## src/rtl/fmc150_rst_sequencer.sv

```systemverilog
// Reset/bring-up sequencer for the FMC150 ADC path: MMCM reset, lock wait, IDELAYCTRL reset,
// ADC heartbeat check, then datapath release. Retries on failure and latches a fault when retries run out.
module fmc150_rst_sequencer #(
  parameter int MMCM_RST_CYCLES   = 16,
  parameter int LOCK_TIMEOUT      = 1024,
  parameter int IDELAY_RST_CYCLES = 32,
  parameter int HB_WINDOW         = 64,
  parameter int MAX_RETRIES       = 3,
  parameter int CNT_WIDTH         = 16
) (
  input  logic       clk_sys_i,
  input  logic       rst_i,
  input  logic       mmcm_locked_i,
  input  logic       adc_hb_i,
  input  logic       restart_i,
  output logic       mmcm_rst_o,
  output logic       idelay_rst_o,
  output logic       adc_rst_o,
  output logic       rstn_o,
  output logic       ready_o,
  output logic       fault_o,
  output logic [2:0] state_o,
  output logic [1:0] retry_cnt_o
);

  localparam logic [2:0] S_MMCM_RST   = 3'd0;
  localparam logic [2:0] S_WAIT_LOCK  = 3'd1;
  localparam logic [2:0] S_IDELAY_RST = 3'd2;
  localparam logic [2:0] S_HB_CHECK   = 3'd3;
  localparam logic [2:0] S_RUN        = 3'd4;
  localparam logic [2:0] S_FAULT      = 3'd5;

  localparam logic [CNT_WIDTH-1:0] MMCM_LAST   = CNT_WIDTH'(MMCM_RST_CYCLES - 1);
  localparam logic [CNT_WIDTH-1:0] LOCK_LAST   = CNT_WIDTH'(LOCK_TIMEOUT - 1);
  localparam logic [CNT_WIDTH-1:0] IDELAY_LAST = CNT_WIDTH'(IDELAY_RST_CYCLES - 1);
  localparam logic [CNT_WIDTH-1:0] HB_LAST     = CNT_WIDTH'(HB_WINDOW - 1);
  localparam logic [1:0]           RETRY_MAX   = 2'(MAX_RETRIES);

  logic lock_meta, locked_s;
  logic hb_meta, hb_s, hb_d;
  logic hb_edge;

  logic [2:0]           state_reg, state_next;
  logic [CNT_WIDTH-1:0] cnt_reg, cnt_next;
  logic [1:0]           retry_reg, retry_next;
  logic                 seen_reg, seen_next;
  logic [5:0]           out_reg;

  // Output row: {mmcm_rst, idelay_rst, adc_rst, rstn, ready, fault}
  function automatic logic [5:0] out_row(input logic [2:0] st);
    case (st)
      S_WAIT_LOCK:  out_row = 6'b011000;
      S_IDELAY_RST: out_row = 6'b011000;
      S_HB_CHECK:   out_row = 6'b001000;
      S_RUN:        out_row = 6'b000110;
      S_FAULT:      out_row = 6'b111001;
      default:      out_row = 6'b111000;
    endcase
  endfunction

  assign hb_edge = hb_s ^ hb_d;

  always_comb begin
    logic do_retry;
    logic enter;
    state_next = state_reg;
    cnt_next   = cnt_reg + 1'b1;
    retry_next = retry_reg;
    seen_next  = seen_reg;
    do_retry   = 1'b0;
    enter      = 1'b0;
    if (restart_i) begin
      state_next = S_MMCM_RST;
      retry_next = 2'd0;
      enter      = 1'b1;
    end else begin
      case (state_reg)
        S_MMCM_RST: begin
          if (cnt_reg == MMCM_LAST) begin
            state_next = S_WAIT_LOCK;
            enter      = 1'b1;
          end
        end
        S_WAIT_LOCK: begin
          if (locked_s) begin
            state_next = S_IDELAY_RST;
            enter      = 1'b1;
          end else if (cnt_reg == LOCK_LAST) begin
            do_retry = 1'b1;
          end
        end
        S_IDELAY_RST: begin
          if (!locked_s) begin
            do_retry = 1'b1;
          end else if (cnt_reg == IDELAY_LAST) begin
            state_next = S_HB_CHECK;
            enter      = 1'b1;
          end
        end
        S_HB_CHECK: begin
          if (!locked_s) begin
            do_retry = 1'b1;
          end else if (hb_edge && seen_reg) begin
            state_next = S_RUN;
            retry_next = 2'd0;
            enter      = 1'b1;
          end else if (cnt_reg == HB_LAST) begin
            do_retry = 1'b1;
          end else if (hb_edge) begin
            seen_next = 1'b1;
          end
        end
        S_RUN: begin
          // An edge landing on the last window cycle still counts as alive.
          if (!locked_s) begin
            do_retry = 1'b1;
          end else if (hb_edge) begin
            cnt_next = '0;
          end else if (cnt_reg == HB_LAST) begin
            do_retry = 1'b1;
          end
        end
        S_FAULT: begin
          cnt_next = cnt_reg;
        end
        default: begin
          state_next = S_MMCM_RST;
          enter      = 1'b1;
        end
      endcase
      if (do_retry) begin
        enter = 1'b1;
        if (retry_reg == RETRY_MAX) begin
          state_next = S_FAULT;
        end else begin
          state_next = S_MMCM_RST;
          retry_next = retry_reg + 1'b1;
        end
      end
    end
    if (enter) begin
      cnt_next  = '0;
      seen_next = 1'b0;
    end
  end

  always_ff @(posedge clk_sys_i or posedge rst_i) begin
    if (rst_i) begin
      lock_meta <= 1'b0;
      locked_s  <= 1'b0;
      hb_meta   <= 1'b0;
      hb_s      <= 1'b0;
      hb_d      <= 1'b0;
      state_reg <= S_MMCM_RST;
      cnt_reg   <= '0;
      retry_reg <= 2'd0;
      seen_reg  <= 1'b0;
      out_reg   <= out_row(S_MMCM_RST);
    end else begin
      lock_meta <= mmcm_locked_i;
      locked_s  <= lock_meta;
      hb_meta   <= adc_hb_i;
      hb_s      <= hb_meta;
      hb_d      <= hb_s;
      state_reg <= state_next;
      cnt_reg   <= cnt_next;
      retry_reg <= retry_next;
      seen_reg  <= seen_next;
      out_reg   <= out_row(state_next);
    end
  end

  assign mmcm_rst_o   = out_reg[5];
  assign idelay_rst_o = out_reg[4];
  assign adc_rst_o    = out_reg[3];
  assign rstn_o       = out_reg[2];
  assign ready_o      = out_reg[1];
  assign fault_o      = out_reg[0];
  assign state_o      = state_reg;
  assign retry_cnt_o  = retry_reg;

endmodule

```

## config.mk

```make
export PLATFORM = sky130hd
export DESIGN_NAME = fmc150_rst_sequencer
export DESIGN_NICKNAME = d
export VERILOG_FILES = /design/src/rtl/fmc150_rst_sequencer.sv
export SDC_FILE = /design/constraint.sdc
export NUM_CORES = 1
export LEC_CHECK = 0
export CAP_MARGIN = 20
export CORE_UTILIZATION = 60
export CTS_CLUSTER_DIAMETER = 40
export DETAILED_ROUTE_END_ITERATION = 6
export GPL_TIMING_DRIVEN = 0
export PLACE_DENSITY = 0.82
export SLEW_MARGIN = 40
export SYNTH_ARGS = -nofsm -noshare
export SYNTH_HDL_FRONTEND = slang
export SYNTH_SLANG_ARGS = --single-unit
```

## constraint.sdc

```tcl
create_clock -name clk_sys_i -period 5.1 [get_ports clk_sys_i]
set_input_delay 1.02 -clock clk_sys_i [delete_from_list [all_inputs] [get_ports clk_sys_i]]
set_output_delay 1.02 -clock clk_sys_i [all_outputs]
set_load 0.03 [all_outputs]
```

==> impl_summary.md, run 1 <==
Worst setup path
The sort of element at the end of the critical path is a register. Along the worst path, the maximum fanout reaches 10. The sort of element at the start of the critical path is a primary input.

The kind of critical path is primary input to register. The data arrival at the endpoint of the critical path is 2.87 ns. Data on the critical path is required at its endpoint by 5.34 ns.

CTS
After clock tree synthesis, the clock-pin slew on the worst setup and hold paths is 0.10 ns. The clock net in this run drives a total of 32 sinks. The root buffer cell is sky130_fd_sc_hd__clkbuf_4. The TritonCTS clock tree is done. The post-CTS setup-driven buffer insertion count is 0.

The insertion delay of the later-clocked pin in the worst-skew pair is 0.33 ns. Counting the buffers created by CTS gives 5. No sink is reached through more buffers than the 2 on the longest clock path. The number of hold-repair buffers added at the cts stage is 0. The number of instances resized during post-cts repair is 0. The H-tree was split into 2 levels.

Drt
The final layout contains routed wiring with a total length of 3.81 mm. The first routing iteration left 95 violations. The remaining antenna violation count after routing is 0.

The detail-routed via count per cell is 6.31. The routed layout has 1482 vias. The first-pass iteration count of the detailed router is 6. After detailed routing, the number of remaining DRC violations is 4.

The routed wirelength normalized by instance count is 16.2 µm.

Synthesis
The parity-gate share of the synthesized area counting xor and xnor cells is 0.0628. Of the total synthesized cell area, the portion taken by full adders, half adders and majority gates is 0.0138. Of the total synthesized cell area, the portion taken by AND, OR, NAND and NOR gates is 0.296. The per-instance average area after synthesis is 10.0 µm². After synthesis, the most frequently instantiated cells are sky130_fd_sc_hd__dfrtp_1 (29), sky130_fd_sc_hd__nor3_1 (20), sky130_fd_sc_hd__nand2_1 (10), sky130_fd_sc_hd__nand3_1 (10), sky130_fd_sc_hd__xnor2_1 (8). The flip-flop and latch count after synthesis is 32. The number of library cell types mapped by synthesis is 56. The share of synthesized flip-flops with an asynchronous set or reset is 1.00. The proportion of synthesized area in mux cells is 0.0173. By area the synthesized netlist is led by sky130_fd_sc_hd__dfrtp_1 (40%), sky130_fd_sc_hd__nor3_1 (5.5%), sky130_fd_sc_hd__dfstp_2 (4.3%). The post-synthesis compound-gate area fraction is 0.130. The number of nets handed over by synthesis was 188. Of the post-synthesis cell area, the dominant cell type holds 0.400. By area, the combinational part of the netlist is dominated by simple AND/OR/NAND/NOR gates. The share of the Yosys chip area taken by registers is 0.444. The most common cell in the synthesized netlist is sky130_fd_sc_hd__dfrtp_1. The number of warning messages in the yosys log is 0. The most area-hungry cell type in the Yosys netlist is sky130_fd_sc_hd__dfrtp_1.

The primary flip-flop cell chosen by synthesis mapping is sky130_fd_sc_hd__dfrtp_1. Counting every instance in the synthesized netlist gives 181. The synthesized design contains 0 enable-type register cells. The post-synth design cell area is 1810 µm².

Run status
The flow ran to the end, but the final reports show violations. The checks that failed: DRC.

GRT
The met3 global-route usage is 0.0522. The number of antenna violations at the first check in global routing is 0. For this run, global-route usage on met2 was measured as 0.403. The all-layer global routing usage is 0.258. The via count of the first global-routing pass is 1405. The total overflow left after global routing is 0. The maximum number of pins on one net before global-route repair is 33. The met1 track demand over resource in global routing is 0.355. The first global-routing pass estimated 6.45 mm of wire. After global routing, the most crowded layer is met2.

Final layout
0 antenna diodes ended up in the layout. The number of fill cells in the layout is 223. The sequential cells in the finished layout cover a total of 805 µm². The fraction of layout cells with a size suffix above 1 is 0.137. The number of flip-flops in the largest register is 16.

The area growth from synthesis to layout is 14.1%. Summing all multi-input logic gate instances after layout gives 948 µm². The total number of nets in the final design is 210.

Power
Of the total power, combinational logic draws 0.055. Summed over all cells, the static leakage comes to 0.867 nW. The switching share of power is 0.235.

The areal power density over the cells is 210 nW/µm². Cell internal power was estimated by the tool at 333 µW. The largest voltage drop on the vdd net is 193 µV. Of the total power, the clock network draws 0.340.

The reported net switching power is 102 µW. The register share of total power is 0.605.

Placement
The HPWL after detailed placement is 2.84 mm. At the placement stage, the worst setup path has a slack of 2.15 ns. The count of input and output buffers is 15. Routability-driven placement finished with a final weighted congestion of 0.832.

Floorplanning
Pin placement for this block handled 16 I/O pins. The initial utilization of the core area, before any placement, comes to 0.646. Measured along the x axis, the die boundary spans 57.0 µm. The placement row count is 19. The die covers 3250 µm². The floorplan die height is 57.0 µm. The region available for standard cell placement spans 2810 µm².

STA
The shortest clock period the worst path allows after layout is 2.63 ns. Setup repair after global routing left no endpoint under its margin. The final cycle utilization of the critical path is 0.516. The minimum setup slack in the final design is 2.47 ns.

The count of final hold-check violations is 0. For the pin with the worst max-slew slack, the measured transition is 0.683 ns. The number of max-slew violations in the final report is 0.

The timing-limited maximum frequency is 380 MHz. The maximum clock skew at final layout is 0.00948 ns. The relative slew slack is 0.538. The total negative slack is 0 ns. Setup violations remaining at the end of the flow were counted as 0.

Job
Across the run, the number of max-cap violations was 0.

Hold path
In this run the worst hold path is classified as register to register.
routing by layer:
layer	wire, µm	vias to the layer above	share of wire
li1	-	706	-
met1	1730	718	0.45
met2	1780	50	0.47
met3	229	8	0.060
met4	70	0	0.018
met5	0	-	0
metrics by stage:
step / power, mW / hold WS [ns] / cells / util / area, µm²
floorplan: 0.283 / 0.331 / 181 / - / 1810
global placement: 0.291 / 0.332 / 227 / 0.714 / 2000
detailed placement: 0.292 / 0.336 / 227 / 0.716 / 2010
CTS: 0.438 / 0.359 / 235 / 0.738 / 2070
global route: 0.452 / 0.366 / 235 / 0.738 / 2070
finish: 0.435 / 0.355 / 235 / 0.738 / 2070
power groups by stage:
| stage | clock [mW] | combinational [mW] | sequential, mW |
|---|---|---|---|
| floorplan | 0 | 0.0162 | 0.267 |
| global placement | 0 | 0.0229 | 0.268 |
| detailed placement | 0 | 0.0239 | 0.268 |
| CTS | 0.151 | 0.0240 | 0.263 |
| global route | 0.162 | 0.0264 | 0.264 |
| finish | 0.148 | 0.0241 | 0.263 |
cell usage in the layout, fill, tap and decap left out, types with 4 or more instances in the layout:
cell	netlist	final
sky130_fd_sc_hd__xnor2_1	8	8
sky130_fd_sc_hd__clkbuf_4	0	5
sky130_fd_sc_hd__nand2_1	10	10
sky130_fd_sc_hd__and2_1	4	4
sky130_fd_sc_hd__inv_1	7	6
sky130_fd_sc_hd__clkdlybuf4s50_1	0	15
sky130_fd_sc_hd__a211oi_1	4	4
sky130_fd_sc_hd__xor2_1	5	5
sky130_fd_sc_hd__nor3_1	20	20
sky130_fd_sc_hd__nand3_1	10	10
sky130_fd_sc_hd__o21ai_0	7	7
sky130_fd_sc_hd__nor2_1	7	7
sky130_fd_sc_hd__dfrtp_1	29	29
sky130_fd_sc_hd__a21oi_1	5	5
worst max-delay path, stage by stage:
cell,delay [ns]
sky130_fd_sc_hd__clkdlybuf4s50_1,0.46
sky130_fd_sc_hd__clkbuf_1,0.24
sky130_fd_sc_hd__a21oi_1,0.19
sky130_fd_sc_hd__o21ai_0,0.10
sky130_fd_sc_hd__nor3_1,0.28
sky130_fd_sc_hd__nand2_2,0.18
sky130_fd_sc_hd__buf_6,0.19
sky130_fd_sc_hd__nor3_1,0.20
layout make-up:
| cell class | instances | area share |
|---|---|---|
| plain buffers | 7 | 0.0193 |
| repair buffers | 15 | 0.0726 |
| clock buffers | 6 | 0.0248 |
| multi-input cells | 135 | 0.458 |
| inverters | 7 | 0.0127 |
| clock inverters | 2 | 0.00484 |
| flip-flops and latches | 32 | 0.389 |
| well taps | 31 | 0.0187 |
kinds of logic after synthesis:
| logic type | Yosys count |
|---|---|
| simple gates | 87 |
| flops | 32 |
| compound gates | 30 |
| buf+inv | 14 |
| xor+xnor | 13 |
| mux | 3 |
| fa+ha+maj | 2 |
worst paths after layout:
kind | cells past startpoint | from | to | slack (ns)
max | 8 | restart_i | cnt_reg[6]$_DFFE_PP0P_ | 2.47
min | 0 | lock_meta$_DFF_PP0_ | locked_s$_DFF_PP0_ | 0.36
max reg2reg | 6 | cnt_reg[0]$_DFFE_PP0P_ | retry_cnt_o[0]$_DFF_PP0_ | 2.77
min reg2reg | 0 | lock_meta$_DFF_PP0_ | locked_s$_DFF_PP0_ | 0.36
max in group asynchronous | 2 | rst_i | cnt_reg[13]$_DFFE_PP0P_ | 3.56
min in group asynchronous | 2 | rst_i | cnt_reg[5]$_DFFE_PP0P_ | 1.10
(Power assumes the default switching activity.)
==> inputs of run 2 (changes only) <==
--- a/config.mk
+++ b/config.mk
@@ -6,11 +6,11 @@
 export NUM_CORES = 1
 export LEC_CHECK = 0
 export CAP_MARGIN = 20
-export CORE_UTILIZATION = 60
+export CORE_UTILIZATION = 57
 export CTS_CLUSTER_DIAMETER = 40
 export DETAILED_ROUTE_END_ITERATION = 6
 export GPL_TIMING_DRIVEN = 0
-export PLACE_DENSITY = 0.82
+export PLACE_DENSITY = 0.79
 export SLEW_MARGIN = 40
 export SYNTH_ARGS = -nofsm -noshare
 export SYNTH_HDL_FRONTEND = slang
==> constraint.sdc (replaced) <==
create_clock -name clk_sys_i -period 2.6 [get_ports clk_sys_i]
set_input_delay 0.52 -clock clk_sys_i [delete_from_list [all_inputs] [get_ports clk_sys_i]]
set_output_delay 0.52 -clock clk_sys_i [all_outputs]
set_load 0.03 [all_outputs]
==> impl_summary.md, run 2 (synthesized netlist as in run 1, its figures left out) <==
Run status
The run finished with clean final reports.

Final layout
Compared with the post-synthesis result, the final layout area differs by 14.2%. In the layout the commonest cells are sky130_fd_sc_hd__dfrtp_1 (29), sky130_fd_sc_hd__nor3_1 (20), sky130_fd_sc_hd__clkdlybuf4s50_1 (15), sky130_fd_sc_hd__nand2_1 (10), sky130_fd_sc_hd__nand3_1 (10). The number of flip-flops in the largest register is 16.

The most frequent standard cell in the layout excluding fill and tap cells is sky130_fd_sc_hd__dfrtp_1. The total number of nets in the final design is 210. The repair_antennas step left the layout with diodes totalling 0.

In the final layout, the share of cells above drive strength 1 is 0.128. The final non-filler cell area is 2070 µm². The post-route core utilization is 0.684.

Power
The cell-internal power is 624 µW. The design draws 822 µW. The areal power density over the cells is 397 nW/µm².

The switching share of power is 0.241. The reported net switching power is 198 µW. The register share of total power is 0.629. Of the total power, combinational logic draws 0.056. The largest voltage drop on the vdd net is 320 µV.

The leakage power summed over all cells is 0.857 nW. The share of total power dissipated in the clock network is 0.316.

Placement
At the end of routability-driven placement, the weighted congestion stood at 0.893. Summing all placed instances gives a cell area of 2020 µm². The count of input and output buffers is 15. The placed wire-length estimate is 2.75 mm.

GRT
The maximum number of pins on one net before global-route repair is 33. The global-route wire length before repair is 6.39 mm. The aggregate global routing overflow is 0. The via count of the first global-routing pass was 1433. The all-layer global routing usage is 0.253. The number of antenna violations at the first check in global routing is 0.

Drt
The routed wirelength normalized by instance count is 15.1 µm. The total wirelength of the detailed-routed design is 3.72 mm. The final routed DRC violation total is 0. The number of violations reported at the end of detailed-routing iteration 0 is 78. The remaining antenna violation count after routing is 0. For this run, the detailed router's first-pass iteration total came to 4. The count of vias placed by the detailed router is 1484.

The detail-routed via count per cell is 6.01.

STA
The shortest clock period the worst path allows after layout is 2.34 ns. Static timing analysis puts the maximum clock frequency at 427 MHz. The maximum clock skew at final layout is 0.0154 ns. The relative slew slack is 0.520. Final hold analysis gives a worst-case slack of 0.355 ns.

The setup violation total in the final timing report is 0. Setup repair after global routing left no endpoint under its margin. The slew at the pin closest to its max-slew limit is 0.710 ns. The count of final hold-check violations came to 0.

The final cycle utilization of the critical path is 0.901. The number of max-slew violations in the final report is 0.

CTS
Buffers added to address setup during post-CTS repair amount to 0. For this design, the sink count on the clock tree is 32. In this run the deepest clock path goes through 2 buffers. After clock tree synthesis, the clock-pin slew on the worst setup and hold paths is 0.10 ns. The number of instances resized during post-cts repair is 0. TritonCTS built the clock tree. The H-tree level count is 2.

For the worst-skew pair, the clock arrives at the later sink with an insertion delay of 0.34 ns. The number of buffers inserted during clock tree synthesis is 5. The root buffer cell is sky130_fd_sc_hd__clkbuf_4.

In this run, post-CTS hold repair placed 0 buffers.

Hold path
In this run the worst hold path is classified as register to register.

Floorplanning
The floorplan step set the die height to 58.4 µm. The placement row count is 20. 16 I/O pins were placed. The initial utilization of the core area, before any placement, comes to 0.599.

The horizontal extent of the die is 58.4 µm. The area of the core is 3030 µm². The full die area is 3410 µm².

Worst setup path
The data arrival at the endpoint of the critical path is 2.56 ns. Of all nets on the critical path, the largest fanout is 10. STA classifies the critical path startpoint as a register. The worst setup path is of the register to register kind. Data on the critical path is required at its endpoint by 2.82 ns. The sort of element at the end of the critical path is a register.

Job
Max-cap violations in this run came to 0.
## run 2: routing by layer
| metal | GRT usage | vias to the layer above | share of wire |
|---|---|---|---|
| met4 | 0.167 | 0 | 0.026 |
| met5 | 0 | - | 0 |
| met3 | 0.0615 | 10 | 0.068 |
| met2 | 0.368 | 59 | 0.45 |
| met1 | 0.337 | 704 | 0.46 |
| li1 | - | 711 | - |
## run 2: final timing paths
| check | from | endpoint | slack (ns) | depth (start not counted) |
|---|---|---|---|---|
| worst max-delay path | cnt_reg[0]$_DFFE_PP0P_ | retry_cnt_o[0]$_DFF_PP0_ | 0.26 | 6 |
| worst min-delay path | lock_meta$_DFF_PP0_ | locked_s$_DFF_PP0_ | 0.35 | 0 |
| worst max register to register | cnt_reg[0]$_DFFE_PP0P_ | retry_cnt_o[0]$_DFF_PP0_ | 0.26 | 6 |
| worst min register to register | lock_meta$_DFF_PP0_ | locked_s$_DFF_PP0_ | 0.35 | 0 |
| max in group asynchronous | rst_i | state_o[1]$_DFF_PP0_ | 1.59 | 2 |
| min in group asynchronous | rst_i | cnt_reg[3]$_DFFE_PP0P_ | 0.58 | 2 |
## run 2: cell type report
cell class                      instances  area (µm²)
Inverter                                7        26.3
Buffer                                  7        40.0
Timing Repair Buffer                   15         150
Tap cell                               44        55.1
Fill cell                             239         957
Sequential cell                        32         805
Clock buffer                            6        41.3
Clock inverter                          1        5.00
Multi-Input combinational cell        135         948
## run 2: power by group through the flow
stage / clock network, mW / registers, mW / logic, mW
floorplan: 0 / 0.523 / 0.0317
global placement: 0 / 0.525 / 0.0445
detailed placement: 0 / 0.526 / 0.0465
CTS: 0.267 / 0.516 / 0.0469
global route: 0.289 / 0.517 / 0.0531
finish: 0.259 / 0.516 / 0.0458
## run 2: worst max-delay path: stages (launching register included)
cell	delay, ns
sky130_fd_sc_hd__dfrtp_1	0.43
sky130_fd_sc_hd__ha_1	0.24
sky130_fd_sc_hd__nand3_4	0.15
sky130_fd_sc_hd__or3_4	0.42
sky130_fd_sc_hd__o41ai_4	0.42
sky130_fd_sc_hd__o21ba_4	0.24
sky130_fd_sc_hd__mux2_1	0.33
## run 2: metrics by stage
stage	TNS (ns)	cells	worst slack, ns
after detailed placement	0	240	0.219
after CTS	0	247	0.247
final	0	247	0.258
after global placement	-0.00725	240	-0.00725
after global routing	0	247	0.159
after floorplan	0	181	0.454
==> inputs of run 3 (changes only) <==
--- a/config.mk
+++ b/config.mk
@@ -6,11 +6,13 @@
 export NUM_CORES = 1
 export LEC_CHECK = 0
 export CAP_MARGIN = 20
+export CORE_MARGIN = 10
 export CORE_UTILIZATION = 57
 export CTS_CLUSTER_DIAMETER = 40
 export DETAILED_ROUTE_END_ITERATION = 6
 export GPL_TIMING_DRIVEN = 0
 export PLACE_DENSITY = 0.79
+export RECOVER_POWER = 50
 export SLEW_MARGIN = 40
 export SYNTH_ARGS = -nofsm -noshare
 export SYNTH_HDL_FRONTEND = slang
==> impl_summary.md, run 3 (synthesized netlist as in run 1, its figures left out) <==
Run status
The flow ran to the end, and the final reports show no timing, DRC or antenna violations.

GRT
Entering global routing, the biggest net connects 33 pins. The first global-routing pass estimated 6.79 mm of wire. The via count of the first global-routing pass is 1463. After global routing the overflow that remains totals 0. The number of antenna violations at the first check in global routing came to 0.

The all-layer global routing usage is 0.140.

STA
The final cycle utilization of the critical path is 0.892. Subtracting the final worst setup slack from the clock period gives 2.32 ns. The maximum clock skew at final layout is 0.00686 ns. The slew at the pin closest to its max-slew limit is 1.18 ns. The timing-limited maximum frequency is 431 MHz. The setup violation total in the final timing report is 0. Headroom to the max-slew limit came out at 0.210. Setup repair after global routing left no endpoint under its margin. The count of final hold-check violations is 0. The total negative slack is 0 ns.

Hold is met by 0.355 ns. The number of max-slew violations in the final report was 0.

Placement
The number of placed instances, taps included, is 240. In this run the cell area measured after placement is 2020 µm². The placed wire-length estimate is 2.95 mm. The final RePlAce weighted congestion is 0.916.

The count of input and output buffers is 15.

Final layout
The fraction of layout cells with a size suffix above 1 is 0.128. The combined area of the multi-input logic cells is 948 µm². The register with the most flip-flops in the layout has 16 of them. Once layout is done, the placed cells without fillers occupy 2090 µm². The final cell count without fillers is 247. The number of antenna diodes in the final layout is 0. The layout overhead on the synthesized area is 15.3%. In the final design database the tool counted 210 nets. The sequential cells in the finished layout cover a total of 805 µm². The post-route core utilization is 0.684. Counting the fill cells in the layout gives 275. The top cell types in the final layout, fill and taps aside, are sky130_fd_sc_hd__dfrtp_1 (29), sky130_fd_sc_hd__nor3_1 (20), sky130_fd_sc_hd__clkdlybuf4s50_1 (12), sky130_fd_sc_hd__nand2_1 (10), sky130_fd_sc_hd__nand3_1 (10).

The most frequent standard cell in the layout excluding fill and tap cells is sky130_fd_sc_hd__dfrtp_1.

Worst setup path
The slowest stage cell on the critical path is sky130_fd_sc_hd__dfrtp_1. The data required time at the worst endpoint is 2.82 ns. In this run the worst path has a maximum fanout of 10. The sort of element at the start of the critical path is a register. The kind of critical path is register to register.

The data arrival at the endpoint of the critical path is 2.54 ns. The delay of the slowest cell on the worst path is 0.42 ns. The sort of element at the end of the critical path is a register. The register-to-register path setup slack is 0.28 ns. Traced cell by cell, the critical path runs through ha_1, nand3_4, or3_4, o41ai_4, o21ba_4, mux2_1.

Drt
The count of vias placed by the detailed router is 1451. For this run, design rule violations remaining after detail routing come to 0. The routed design has 3.90 mm of wire. The detailed router finished its first iteration with 153 violations. The remaining antenna violation count after routing is 0. The routed wirelength normalized by instance count is 15.8 µm.

The first detailed-routing pass ran for 4 iterations. The detail-routed via count per cell is 5.87.

Power
The leakage power summed over all cells is 0.868 nW. For this design the ratio of total power to cell area is 419 nW/µm². Across the VDD grid, the largest voltage drop is 382 µV.

CTS
CTS built an H-tree with a depth of 2. The buffer levels on the longest clock path is 2. TritonCTS built the clock tree. The tree is rooted in a sky130_fd_sc_hd__clkbuf_4. The clock-pin slew on the worst setup and hold paths is 0.09 ns.

At the later pin of the worst-skew pair, clock insertion delay measures 0.33 ns. The post-CTS setup-driven buffer insertion count is 0. The number of gates resized after CTS was 0. The number of hold buffers added after CTS was 0. The clock sink count is 32. The number of buffers inserted during clock tree synthesis is 5.

Floorplanning
The area of the core is 3050 µm². The initial utilization of the core area, before any placement, comes to 0.594. The floorplan step set the die width to 76.4 µm. The floorplan step defined a die boundary enclosing 5840 µm². The placement row count is 20. During I/O placement, the number of pins put on the boundary was 16. The floorplan die height is 76.4 µm.

Hold path
The min-delay analysis places its worst path in the category register to register.

Job
Max-cap violations in this run came to 0.
## run 3: cell count changes in the layout (fill, tap and decap cells not counted)
cell,before,now
sky130_fd_sc_hd__clkbuf_1,4,3
sky130_fd_sc_hd__clkdlybuf4s50_1,15,12
sky130_fd_sc_hd__inv_1,6,7
sky130_fd_sc_hd__inv_2,1,0
sky130_fd_sc_hd__dlygate4sd3_1,0,3
sky130_fd_sc_hd__clkbuf_8,0,2
sky130_fd_sc_hd__clkinv_2,1,0
## run 3: worst paths after layout
check | start | to | depth (start not counted)
max | cnt_reg[0]$_DFFE_PP0P_ | retry_cnt_o[0]$_DFF_PP0_ | 6
min | lock_meta$_DFF_PP0_ | locked_s$_DFF_PP0_ | 0
max reg2reg | cnt_reg[0]$_DFFE_PP0P_ | retry_cnt_o[0]$_DFF_PP0_ | 6
min reg2reg | lock_meta$_DFF_PP0_ | locked_s$_DFF_PP0_ | 0
max in group asynchronous | rst_i | state_o[0]$_DFF_PP0_ | 2
min in group asynchronous | rst_i | cnt_reg[8]$_DFFE_PP0P_ | 2
## run 3: power by group
| part | switching [mW] | leakage, nW | total [mW] | internal, mW |
|---|---|---|---|---|
| Sequential | 0.00960 | 0.423 | 0.516 | 0.506 |
| Clock | 0.162 | 0.0374 | 0.315 | 0.153 |
| Combinational | 0.0284 | 0.408 | 0.0454 | 0.0170 |
## run 3: area by class of cell
type	count	share of cell area
Tap cell	44	0.0263
Buffer	7	0.0192
Sequential cell	32	0.385
Timing Repair Buffer	15	0.0719
Clock buffer	7	0.0311
Inverter	7	0.0126
Multi-Input combinational cell	135	0.454
## run 3: metrics by stage
step	total power, mW	worst slack [ns]
floorplan	0.555	0.454
global placement	0.570	0.00546
detailed placement	0.573	0.170
CTS	0.887	0.291
global route	0.916	0.165
finish	0.876	0.281
## run 3: routing by layer
layer	vias up	global-route usage	part of all wire
li1	710	-	-
met1	703	0.171	0.47
met2	33	0.227	0.48
met3	5	0.0436	0.042
met4	0	0.0483	0.012
met5	-	0	0
## run 3: worst max-delay path, delay by kind of cell, from the launching register on
kind                     cells  cell delay, ns
AO/OA/AOI/OAI                2            0.66
multiplexers                 1            0.32
flip-flops                   1            0.42
adder cells (fa/ha/maj)      1            0.23
AND/OR/NAND/NOR              2            0.57
